## config.mk

```make
export PLATFORM = sky130hd
export DESIGN_NAME = pwm_ramp_ctrl
export DESIGN_NICKNAME = d
export VERILOG_FILES = /design/src/rtl/pwm_ramp_ctrl.sv
export SDC_FILE = /design/constraint.sdc
export NUM_CORES = 1
export LEC_CHECK = 0
export BUFFER_PORTS_ARGS = -buffer_cell sky130_fd_sc_hd__buf_4
export CELL_PAD_IN_SITES_DETAIL_PLACEMENT = 1
export CELL_PAD_IN_SITES_GLOBAL_PLACEMENT = 1
export CORE_ASPECT_RATIO = 1.1
export CORE_MARGIN = 2
export CORE_UTILIZATION = 46
export DETAILED_ROUTE_END_ITERATION = 8
export GPL_TIMING_DRIVEN = 1
export PLACE_DENSITY_LB_ADDON = 0.1
export SKIP_LAST_GASP = 1
export SYNTH_ARGS = -nofsm -noshare
export SYNTH_HDL_FRONTEND = slang
export SYNTH_SLANG_ARGS = --single-unit
```

## constraint.sdc

```tcl
create_clock -name clk -period 6.5 [get_ports clk]
set_input_delay 0.325 -clock clk [delete_from_list [all_inputs] [get_ports clk]]
set_output_delay 0.325 -clock clk [all_outputs]
set_load 0.02 [all_outputs]
```

## src/rtl/pwm_ramp_ctrl.sv

```systemverilog
// rtl/pwm_ramp_ctrl.sv - period-synchronous PWM top/compare register owner with per-channel duty ramping
module pwm_ramp_ctrl #(
  parameter int n        = 1,
  parameter int m        = 10,
  parameter int CW       = 1,
  parameter int TOP_INIT = 1023
) (
  input  logic           clk,
  input  logic           rst_n,
  input  logic           period_end,
  input  logic           cmd_valid,
  output logic           cmd_ready,
  input  logic           cmd_sel,
  input  logic [CW-1:0]  cmd_chan,
  input  logic [m-1:0]   cmd_value,
  input  logic [m-1:0]   cmd_step,
  output logic [m-1:0]   top,
  output logic [m*n-1:0] comp,
  output logic [n-1:0]   ramp_done,
  output logic           busy
);

  localparam logic [m-1:0] TOP_RST = m'(TOP_INIT);

  typedef enum logic {IDLE, PEND} state_t;

  state_t         state_q, state_d;
  logic           cmd_ready_q, cmd_ready_d;
  logic           sh_sel_q, sh_sel_d;
  logic [CW-1:0]  sh_chan_q, sh_chan_d;
  logic [m-1:0]   sh_value_q, sh_value_d;
  logic [m-1:0]   sh_step_q, sh_step_d;
  logic [m-1:0]   top_q, top_d;
  logic [m-1:0]   cur_q [n];
  logic [m-1:0]   cur_d [n];
  logic [m-1:0]   tgt_q [n];
  logic [m-1:0]   tgt_d [n];
  logic [m-1:0]   step_q [n];
  logic [m-1:0]   step_d [n];

  logic [m-1:0]   diff;
  logic [m-1:0]   clamp;

  always_comb begin
    state_d     = state_q;
    cmd_ready_d = cmd_ready_q;
    sh_sel_d    = sh_sel_q;
    sh_chan_d   = sh_chan_q;
    sh_value_d  = sh_value_q;
    sh_step_d   = sh_step_q;
    top_d       = top_q;
    cur_d       = cur_q;
    tgt_d       = tgt_q;
    step_d      = step_q;
    diff        = '0;
    clamp       = (sh_value_q > top_q) ? top_q : sh_value_q;

    // Ramp from pre-apply values; difference taken first so nothing wraps or overshoots
    if (period_end) begin
      for (int i = 0; i < n; i++) begin
        if (cur_q[i] < tgt_q[i]) begin
          diff = tgt_q[i] - cur_q[i];
          cur_d[i] = (diff <= step_q[i]) ? tgt_q[i] : cur_q[i] + step_q[i];
        end else if (cur_q[i] > tgt_q[i]) begin
          diff = cur_q[i] - tgt_q[i];
          cur_d[i] = (diff <= step_q[i]) ? tgt_q[i] : cur_q[i] - step_q[i];
        end
      end
    end

    case (state_q)
      IDLE: begin
        if (cmd_valid) begin
          sh_sel_d    = cmd_sel;
          sh_chan_d   = cmd_chan;
          sh_value_d  = cmd_value;
          sh_step_d   = cmd_step;
          state_d     = PEND;
          cmd_ready_d = 1'b0;
        end
      end
      PEND: begin
        if (period_end) begin
          state_d     = IDLE;
          cmd_ready_d = 1'b1;
          if (sh_sel_q) begin
            top_d = sh_value_q;
            for (int i = 0; i < n; i++) begin
              if (cur_d[i] > sh_value_q) cur_d[i] = sh_value_q;
              if (tgt_d[i] > sh_value_q) tgt_d[i] = sh_value_q;
            end
          end else begin
            // Out-of-range channels match no index and are simply consumed
            for (int i = 0; i < n; i++) begin
              if (sh_chan_q == CW'(i)) begin
                tgt_d[i]  = clamp;
                step_d[i] = sh_step_q;
                if (sh_step_q == '0) cur_d[i] = clamp;
              end
            end
          end
        end
      end
      default: begin
        state_d     = IDLE;
        cmd_ready_d = 1'b1;
      end
    endcase
  end

  always_ff @(posedge clk) begin
    if (!rst_n) begin
      state_q     <= IDLE;
      cmd_ready_q <= 1'b1;
      sh_sel_q    <= 1'b0;
      sh_chan_q   <= '0;
      sh_value_q  <= '0;
      sh_step_q   <= '0;
      top_q       <= TOP_RST;
      for (int i = 0; i < n; i++) begin
        cur_q[i]  <= '0;
        tgt_q[i]  <= '0;
        step_q[i] <= '0;
      end
    end else begin
      state_q     <= state_d;
      cmd_ready_q <= cmd_ready_d;
      sh_sel_q    <= sh_sel_d;
      sh_chan_q   <= sh_chan_d;
      sh_value_q  <= sh_value_d;
      sh_step_q   <= sh_step_d;
      top_q       <= top_d;
      cur_q       <= cur_d;
      tgt_q       <= tgt_d;
      step_q      <= step_d;
    end
  end

  always_comb begin
    comp      = '0;
    ramp_done = '0;
    for (int i = 0; i < n; i++) begin
      comp[i*m +: m] = cur_q[i];
      ramp_done[i]   = (cur_q[i] == tgt_q[i]);
    end
  end

  assign top       = top_q;
  assign cmd_ready = cmd_ready_q;
  assign busy      = (state_q == PEND) | ~&ramp_done;

endmodule

```

==> results of run 1 <==
## flip-flops by register name, indices dropped and copies added (netlist names)
register / cells
sh_sel_q: 1
state_q: 1
step_q: 10
top: 10
comp: 10
tgt_q: 10
sh_value_q: 10
cmd_ready: 1
sh_step_q: 10
sh_chan_q: 1
## worst max-delay path by stage
stage | to | from | slack [ns]
2_1_floorplan | comp[7] | comp[1] | 0.59
5_1_grt | comp[7] | comp[2] | -0.09
4_1_cts | comp[7] | comp[2] | 0.02
3_5_place_dp | comp[7] | comp[2] | 0.07
6_report | comp[7] | comp[2] | 0.31
3_3_place_gp | comp[7] | comp[2] | 0.40
## cells in the mapped netlist (3+ instances only)
master     count
a221oi_1       6
nor2b_1       13
o31ai_1        5
o211ai_1      16
or4_1          4
buf_2          5
nand2_1      100
nand2b_1       6
and3_1         4
a221o_1        4
a22o_1         3
a31oi_1        7
o21a_1         9
xnor2_1       17
and2_1         5
xor2_1         9
nor3_1        13
mux2i_1       16
o221a_2        5
nand3_1       10
buf_1          4
a21oi_1       71
o21bai_1       7
a22oi_1        5
nand4_1       10
clkbuf_1      24
fa_1           4
o21ai_0       25
a211oi_1      16
dfxtp_1       64
nor4_1         5
ha_1          86
a21o_1        20
inv_1         61
nor2_1        46
a2111oi_2      3
## critical path: cells and delay by family, from the launching register on
kind                       cells  cell delay (ns)
AOI/OAI and AO/OA             14             3.48
xor gates and xnor gates       1             0.15
adders and majority gates      3             1.08
buffers and inverters          2             0.30
DFF                            1             0.47
and+or+nand+nor                5             0.59
## cells in the final DEF (no fill, tap or decap), types with 3 or more instances in the layout
master       n
nand2_1    100
ha_1        86
a21oi_1     70
dfxtp_1     64
inv_1       61
buf_4       58
nor2_1      46
o21ai_0     24
a21o_1      19
xnor2_1     17
mux2i_1     16
o211ai_1    16
a211oi_1    16
nor2b_1     13
nor3_1      13
nand4_1     10
nand3_1     10
xor2_1       9
o21a_1       9
clkbuf_16    9
a31oi_1      7
o21bai_1     7
nand2b_1     6
and2_1       5
nor4_1       5
o31ai_1      5
o221a_2      5
a221oi_1     5
a22oi_1      5
and3_1       4
a221o_1      4
or4_1        4
fa_1         4
a22o_1       3
a2111oi_2    3
## cell type report
cell class                      count  area share (%)
Multi-Input combinational cell    587            62.9
Sequential cell                    64            19.1
Timing Repair Buffer               59            6.79
Clock buffer                       11            3.62
Inverter                           62            3.47
Tap cell                          157            2.93
Clock inverter                      5            1.18
## timing repair
action                     in CTS  in global routing
setup endpoints to repair       0                 10
gates resized for setup         0                  7
setup buffers                   0                  2
## power groups by stage
| stage | combinational (W) | clock [W] | sequential [W] |
|---|---|---|---|
| CTS | 0.00227 | 0.000530 | 0.000484 |
| global route | 0.00270 | 0.000546 | 0.000491 |
| floorplan | 0.00159 | 0 | 0.000506 |
| detailed placement | 0.00225 | 0 | 0.000492 |
| finish | 0.00250 | 0.000525 | 0.000485 |
| global placement | 0.00214 | 0 | 0.000490 |
## per-layer routing
| layer | routed length [µm] | part of all wire [%] | vias to the layer above |
|---|---|---|---|
| li1 | - | - | 2765 |
| met1 | 8610 | 41 | 2834 |
| met2 | 10700 | 52 | 182 |
| met3 | 709 | 3.4 | 56 |
| met4 | 788 | 3.8 | 0 |
| met5 | 0 | 0 | - |
## cell families (layout without fill, tap and decap cells)
| kind of cell | count (synthesis) | in the layout | share of synthesized area, % |
|---|---|---|---|
| DFF | 64 | 64 | 21.9 |
| adders and majority gates | 90 | 90 | 19.8 |
| xor gates and xnor gates | 26 | 26 | 3.90 |
| muxes | 16 | 16 | 2.74 |
| AOI/OAI and AO/OA | 230 | 230 | 27.4 |
| buffers and inverters | 97 | 137 | 6.47 |
| and+or+nand+nor | 225 | 225 | 17.8 |
## metrics by stage
stage	TNS [ns]	std cells	instance area, µm²	worst slack, ns	hold WS, ns
5_1_grt	-0.118	945	6710	-0.0880	0.250
6_report	0	945	6710	0.311	0.236
2_1_floorplan	0	748	5840	0.586	0.445
3_5_place_dp	0	927	6320	0.0688	0.472
4_1_cts	0	943	6640	0.0178	0.236
3_3_place_gp	0	927	6320	0.402	0.458
==> impl_metrics.csv, run 1 <==
group,metric,value,unit
run_status,status,"complete, no violations",
route,drcViolationCount,0,
worst_setup_path,cp_slowest_cell,"a2111oi_2",
cells_and_area,nets,899,
clock_network,clk_latency,0.33,ns
worst_setup_path,critPathMaxStageDelay,0.53,ns
pwr,seqPwrFrac,13.8,%
pwr,swShare,48.6,%
pwr,power.density,523,nW/µm²
timing,fmax,162,MHz
worst_setup_path,cp.required,6.72,ns
worst_setup_path,r2r-end,"comp[7]",
clock_network,clk_pin_slew_worst_paths,0.05,ns
clock_network,tritoncts,"yes",
global_route,grt_max_degree,26,
global_route,antenna_found_initial,0,
global_route,grt-ovfl-total,0,
yosys,synth_top_area_share,21.9,%
timing,drv_slew,0,
cells_and_area,fillers,1566,
cells_and_area,area_growth,14.8,%
global_route,use_met3,2.89,%
floorplanning,pin_count,49,
global_route,grt_pass1_wl,32800,µm
yosys,ys_ff_latch,64,
route,wirelength,20800,µm
worst_setup_path,path_max_fanout,14,
place,dpl.hpwl,16600,µm
yosys,synthCells,748,
floorplanning,placementRows,43,
cells_and_area,fin_util,53.7,%
cells_and_area,diodes,0,
pwr,peakVddDrop,0.363,mV
yosys,syn_nets,864,
timing,max-slew-margin-rel,44.5,%
yosys,synth.cell_area,5840,µm²
global_route,use_met2,56.7,%
flow_run,drv_cap,0,
route,num_vias,5837,
timing,fin_skew,0.00436,ns
yosys,synth_cell_types,68,
worst_hold_path,holdPathStages,3,
floorplanning,dieHeight,122,µm
worst_setup_path,crit_path_start_kind,"flop",
cells_and_area,post_route_cells_drive_above_1_share,12.4,%
global_route,met1_usage,35.5,%
worst_hold_path,min_path_type,"input pin to flop",
route,drtPass1Iterations,5,
clock_network,htreeDepth,3,
pwr,switchingPower,0.00171,W
global_route,grt_pass1_vias,6187,
clock_network,cts-root-buf,"clkbuf_16",
route,wl_per_cell,22.1,µm
global_route,top_usage_layer,"met2",
floorplanning,die_w,111,µm
worst_hold_path,holdPathEnd,"sh_step_q[3]",
floorplanning,core_area,12500,µm²
timing,hold_violations,0,
pwr,pwr-share-clk,15.0,%
worst_setup_path,endpoint_kind,"flop",
yosys,synth_area_per_cell,7.81,µm²
timing,period_share,95.2,%
worst_setup_path,arrival,6.41,ns
yosys,synth-edff-count,0,
pwr,combinationalPowerShare,71.2,%
place,gp_congestion,0.998,
cells_and_area,regArea,1280,µm²
yosys,synthFlopType,"dfxtp_1",
route,ant_nets,0,
worst_setup_path,rrSetupSlack,0.31,ns
yosys,synth_area_leader_cell,"dfxtp_1",
worst_setup_path,criticalPathCategory,"flop to flop",
worst_hold_path,min_from,"cmd_step[3]",
worst_setup_path,r2r_start,"comp[2]",
clock_network,clock_sinks,64,
clock_network,clk_path_buf_depth,2,
yosys,synth_warnings,0,
place,io_buffers,48,
pwr,p_int,0.00181,W
route,viasPerCell,6.18,
timing,fin_crit,6.19,ns
floorplanning,die-area,13600,µm²
route,drtIter0Drc,309,
yosys,synth_area_leaders,"dfxtp_1 22%, ha_1 18%, nand2_1 6.4%",
timing,setup_viol,0,
cells_and_area,multi_input_area,4220,µm²
yosys,yosysSeqAreaShare,21.9,%
pwr,p_leak,2.84,nW
floorplanning,start_util,46.8,%
worst_setup_path,r2r_cells,25,
global_route,track_usage,30.5,%
yosys,async_flop_share,0,%
clock_network,cts_buffers,9,
clock_network,cts_hold_buffers,0,
pwr,power,0.00351,W
timing,worst_pin_slew,0.833,ns
(Power assumes the default switching activity.)
==> run 2: changes to the inputs <==
--- a/config.mk
+++ b/config.mk
@@ -10,7 +10,8 @@
 export CELL_PAD_IN_SITES_GLOBAL_PLACEMENT = 1
 export CORE_ASPECT_RATIO = 1.1
 export CORE_MARGIN = 2
-export CORE_UTILIZATION = 46
+export CORE_UTILIZATION = 47
+export CTS_BUF_LIST = sky130_fd_sc_hd__clkbuf_2 sky130_fd_sc_hd__clkbuf_4 sky130_fd_sc_hd__clkbuf_8
 export DETAILED_ROUTE_END_ITERATION = 8
 export GPL_TIMING_DRIVEN = 1
 export PLACE_DENSITY_LB_ADDON = 0.1
==> impl_metrics.csv, run 2 (same netlist as run 1, synthesis figures left out) <==
group,metric,value,unit
run_status,status,"complete, no violations",
route,num_vias,5810,
timing,hold_violations,0,
global_route,grt_max_degree,49,
route,viasPerCell,6.15,
worst_setup_path,crit_path_start_kind,"flop",
clock_network,htreeDepth,3,
clock_network,clk_pin_slew_worst_paths,0.07,ns
worst_setup_path,arrival,6.43,ns
worst_setup_path,cp.required,6.80,ns
pwr,power.density,489,nW/µm²
clock_network,cts-root-buf,"clkbuf_8",
flow_run,drv_cap,0,
cells_and_area,final_common_cell,"nand2_1",
floorplanning,start_util,48.3,%
clock_network,clk_path_buf_depth,2,
floorplanning,die_w,110,µm
place,gp_congestion,0.951,
global_route,grt-ovfl-total,0,
timing,setup_viol,0,
place,place_inst,925,
cells_and_area,fin_cells,944,
cells_and_area,area_growth,12.7,%
route,wl_per_cell,21.4,µm
worst_setup_path,crit_top_cell,"o21ai_0",
floorplanning,placementRows,42,
floorplanning,dieHeight,121,µm
route,ant_nets,0,
global_route,grt_pass1_wl,32500,µm
timing,worst_pin_slew,0.804,ns
worst_setup_path,cp_slowest_cell,"dfxtp_1",
route,wirelength,20200,µm
worst_setup_path,criticalPathCategory,"flop to flop",
worst_setup_path,endpoint_kind,"flop",
place,io_buffers,48,
clock_network,clk_latency,0.36,ns
route,drtIter0Drc,363,
clock_network,clock_sinks,64,
floorplanning,die-area,13300,µm²
floorplanning,core_area,12100,µm²
cells_and_area,diodes,0,
global_route,antenna_found_initial,0,
timing,period_share,94.2,%
worst_hold_path,min_path_type,"input pin to flop",
global_route,track_usage,32.1,%
worst_setup_path,path_max_fanout,10,
timing,max-slew-margin-rel,46.4,%
cells_and_area,fin_util,54.5,%
timing,drv_slew,0,
cells_and_area,post_route_cells_drive_above_1_share,12.7,%
cells_and_area,final_cell_mix,"100 x nand2_1, 86 x ha_1, 69 x a21oi_1",
pwr,p_leak,2.79,nW
route,drcViolationCount,0,
worst_setup_path,cp_top_family,"compound AO/OA/AOI/OAI gates",
clock_network,cts_buffers,9,
timing,fmax,163,MHz
pwr,peakVddDrop,0.368,mV
clock_network,tritoncts,"yes",
worst_setup_path,critPathMaxStageDelay,0.43,ns
place,dpl.hpwl,15900,µm
cells_and_area,nets,901,
global_route,grt_pass1_vias,6101,
timing,fin_crit,6.13,ns
route,drtPass1Iterations,4,
floorplanning,pin_count,49,
worst_setup_path,crit_buf_inv,2,
pwr,power,0.00322,W
timing,fin_skew,0.00838,ns
-- run 2: cell types whose count changed in the layout (fill, tap and decap cells not counted), sizes merged --
cell / delta
bufinv: -2
buf: +2
clkinv: -1
inv: -1
clkbuf: +3
clkinvlp: +1
-- run 2: final timing paths --
kind | endpoint | cells after the start | start | slack, ns
min | sh_value_q[2] | 3 | cmd_value[2] | 0.21
max | comp[0] | 26 | tgt_q[1] | 0.37
max reg2reg | comp[0] | 26 | tgt_q[1] | 0.37
min reg2reg | step_q[5] | 2 | sh_step_q[5] | 0.48
-- run 2: tightest hold or removal path: cells and delay by family --
kind,cells,cell delay [ns]
AO/OA/AOI/OAI,1,0.05
buffers and inverters,1,0.11
AND/OR/NAND/NOR,1,0.04
-- run 2: through the flow --
step	TNS, ns	cell area, µm²	setup WS [ns]	hold WS (ns)
5_1_grt	-0.0349	6580	-0.0349	0.213
3_3_place_gp	0	6320	0.405	0.455
2_1_floorplan	0	5840	0.586	0.445
4_1_cts	0	6520	0.148	0.197
3_5_place_dp	0	6320	0.228	0.463
6_report	0	6580	0.374	0.208
-- run 2: what timing repair did --
action                                  4_1_cts  5_1_grt
buffers inserted                              0        3
endpoints found under the setup margin        0       10
resized for setup                             0        7
hold buffers                                  0        0
-- run 2: report_power, final --
| group | switching (W) | internal (W) |
|---|---|---|
| Clock | 0.000157 | 0.000178 |
| Combinational | 0.00142 | 0.000988 |
| Sequential | 0.0000500 | 0.000428 |
| Total | 0.00162 | 0.00159 |
-- run 2: cell type report --
cell class	count	area [µm²]
Fill cell	1548	5510
Multi-Input combinational cell	587	4220
Sequential cell	64	1280
Timing Repair Buffer	61	458
Inverter	62	233
Tap cell	154	193
Clock buffer	14	180
Clock inverter	2	12.5
-- run 2: routing by layer --
metal	share of wire [%]	vias to the layer above	global-route usage, %	wire length, µm
li1	-	2768	-	-
met1	40	2798	37.1	8090
met2	50	173	54.4	10100
met3	4.6	71	5.96	927
met4	5.5	0	19.0	1100
met5	0	-	0	0
==> run 3: changes to the inputs <==
--- a/config.mk
+++ b/config.mk
@@ -6,6 +6,7 @@
 export NUM_CORES = 1
 export LEC_CHECK = 0
 export BUFFER_PORTS_ARGS = -buffer_cell sky130_fd_sc_hd__buf_4
+export CAP_MARGIN = 20
 export CELL_PAD_IN_SITES_DETAIL_PLACEMENT = 1
 export CELL_PAD_IN_SITES_GLOBAL_PLACEMENT = 1
 export CORE_ASPECT_RATIO = 1.1
@@ -13,8 +14,9 @@
 export CORE_UTILIZATION = 47
 export CTS_BUF_LIST = sky130_fd_sc_hd__clkbuf_2 sky130_fd_sc_hd__clkbuf_4 sky130_fd_sc_hd__clkbuf_8
 export DETAILED_ROUTE_END_ITERATION = 8
-export GPL_TIMING_DRIVEN = 1
+export GPL_TIMING_DRIVEN = 0
 export PLACE_DENSITY_LB_ADDON = 0.1
+export REMOVE_ABC_BUFFERS = 1
 export SKIP_LAST_GASP = 1
 export SYNTH_ARGS = -nofsm -noshare
 export SYNTH_HDL_FRONTEND = slang
==> impl_metrics.csv, run 3 (same netlist as run 1, synthesis figures left out) <==
group,metric,value,unit
run_status,status,"complete, no violations",
route,viasPerCell,6.06,
global_route,grt_pass1_vias,5802,
timing,period_share,95.9,%
cells_and_area,fin_cells,938,
worst_setup_path,crit_path_start_kind,"flop",
global_route,grt-ovfl-total,0,
clock_network,clock_sinks,64,
floorplanning,core_area,12100,µm²
cells_and_area,diodes,0,
floorplanning,start_util,48.3,%
pwr,power.density,507,nW/µm²
timing,setup_tns,0,ns
route,drtPass1Iterations,4,
place,dpl.hpwl,15300,µm
route,wl_per_cell,21.0,µm
cells_and_area,area_growth,12.5,%
pwr,p_leak,2.76,nW
global_route,track_usage,30.0,%
worst_hold_path,holdPathStages,3,
global_route,antenna_found_initial,0,
clock_network,cts-root-buf,"clkbuf_8",
timing,worst_pin_slew,0.942,ns
timing,whs,0.222,ns
timing,fmax,160,MHz
clock_network,cts_buffers,9,
cells_and_area,final_cell_mix,"100 x nand2_1, 86 x ha_1, 69 x a21oi_1",
clock_network,clk_latency,0.34,ns
pwr,peakVddDrop,0.358,mV
floorplanning,dieHeight,121,µm
floorplanning,die-area,13300,µm²
global_route,grt_max_degree,49,
timing,fin_crit,6.24,ns
floorplanning,die_w,110,µm
timing,hold_violations,0,
route,drtIter0Drc,296,
clock_network,tritoncts,"yes",
worst_setup_path,endpoint_kind,"flop",
cells_and_area,nets,897,
floorplanning,pin_count,49,
timing,fin_skew,0.00890,ns
cells_and_area,post_route_cells_drive_above_1_share,12.9,%
clock_network,cts_hold_buffers,0,
cells_and_area,fillers,1530,
worst_setup_path,r2r_cells,26,
cells_and_area,final_common_cell,"nand2_1",
worst_hold_path,min_path_type,"input pin to flop",
worst_setup_path,cp.required,6.73,ns
timing,drv_slew,0,
floorplanning,placementRows,42,
route,ant_nets,0,
flow_run,drv_cap,0,
clock_network,clk_pin_slew_worst_paths,0.07,ns
place,placed_cell_area,6260,µm²
worst_setup_path,arrival,6.47,ns
place,io_buffers,48,
clock_network,htreeDepth,3,
cells_and_area,final_area,6570,µm²
route,drcViolationCount,0,
global_route,grt_pass1_wl,30500,µm
clock_network,clk_path_buf_depth,2,
timing,max-slew-margin-rel,36.9,%
place,gp_congestion,0.936,
route,wirelength,19700,µm
worst_setup_path,path_max_fanout,9,
place,place_inst,916,
route,num_vias,5687,
timing,setup_viol,0,
worst_setup_path,criticalPathCategory,"flop to flop",
run 3: per-stage QoR:
| step | utilization (%) | setup slack [ns] | total power [W] |
|---|---|---|---|
| floorplan | - | 0.636 | 0.00206 |
| detailed placement | 51.8 | -0.727 | 0.00267 |
| global route | 54.4 | -0.0241 | 0.00356 |
| CTS | 53.6 | 0.00330 | 0.00313 |
| global placement | 51.7 | -0.571 | 0.00258 |
| finish | 54.4 | 0.264 | 0.00333 |
run 3: final timing paths:
kind / from / to / slack [ns]
max: comp[1] / comp[7] / 0.26
max reg2reg: comp[1] / comp[7] / 0.26
min reg2reg: sh_step_q[7] / sh_step_q[7] / 0.49
min: cmd_step[7] / sh_step_q[7] / 0.22
run 3: report_power, final:
| group | internal, W | switching, W |
|---|---|---|
| clock network | 0.000137 | 0.000156 |
| registers | 0.000430 | 0.0000752 |
| logic | 0.00107 | 0.00147 |
| total | 0.00163 | 0.00170 |
run 3: timing repair:
action,in CTS,in global routing
pin swaps,3,3
gates resized for setup,6,9
endpoints found under the hold margin,0,0
setup endpoints to repair,10,9
setup buffers,5,2
run 3: critical path, stage by stage (launching register included):
cell and delay (ns):
dfxtp_4 0.45, inv_1 0.09, ha_1 0.33, nor2b_1 0.14, o21ai_0 0.21, a21oi_1 0.14, o21ai_0 0.18, nand2b_1 0.16
a221o_1 0.37, a21oi_1 0.18, xnor2_1 0.14, ha_1 0.39, nand4_1 0.15, o32ai_2 0.31, a21o_2 0.27, buf_4 0.18
o21ai_0 0.08, a31oi_1 0.30, ha_1 0.33, nor2b_1 0.14, o21ai_0 0.15, a21oi_1 0.14, o221ai_4 0.33, o2bb2ai_4 0.16
a221oi_2 0.36, nor3_1 0.12, a311o_1 0.33
run 3: final cells by class:
type	count	area (µm²)	area share, %
multi-input combinational	587	4280	65.1
clock buffer	10	131	2.00
tap	154	193	2.93
clock inverter	4	23.8	0.362
sequential	64	1280	19.6
inverter	62	233	3.54
timing repair buffer	57	428	6.51
run 3: per-layer routing:
| metal | vias to the layer above | routed length, µm | global-route usage (%) | part of all wire [%] |
|---|---|---|---|---|
| li1 | 2759 | - | - | - |
| met3 | 46 | 493 | 3.92 | 2.5 |
| met1 | 2767 | 8460 | 35.6 | 43 |
| met5 | - | 0 | 0 | 0 |
| met4 | 0 | 806 | 13.3 | 4.1 |
| met2 | 115 | 9960 | 53.0 | 50 |
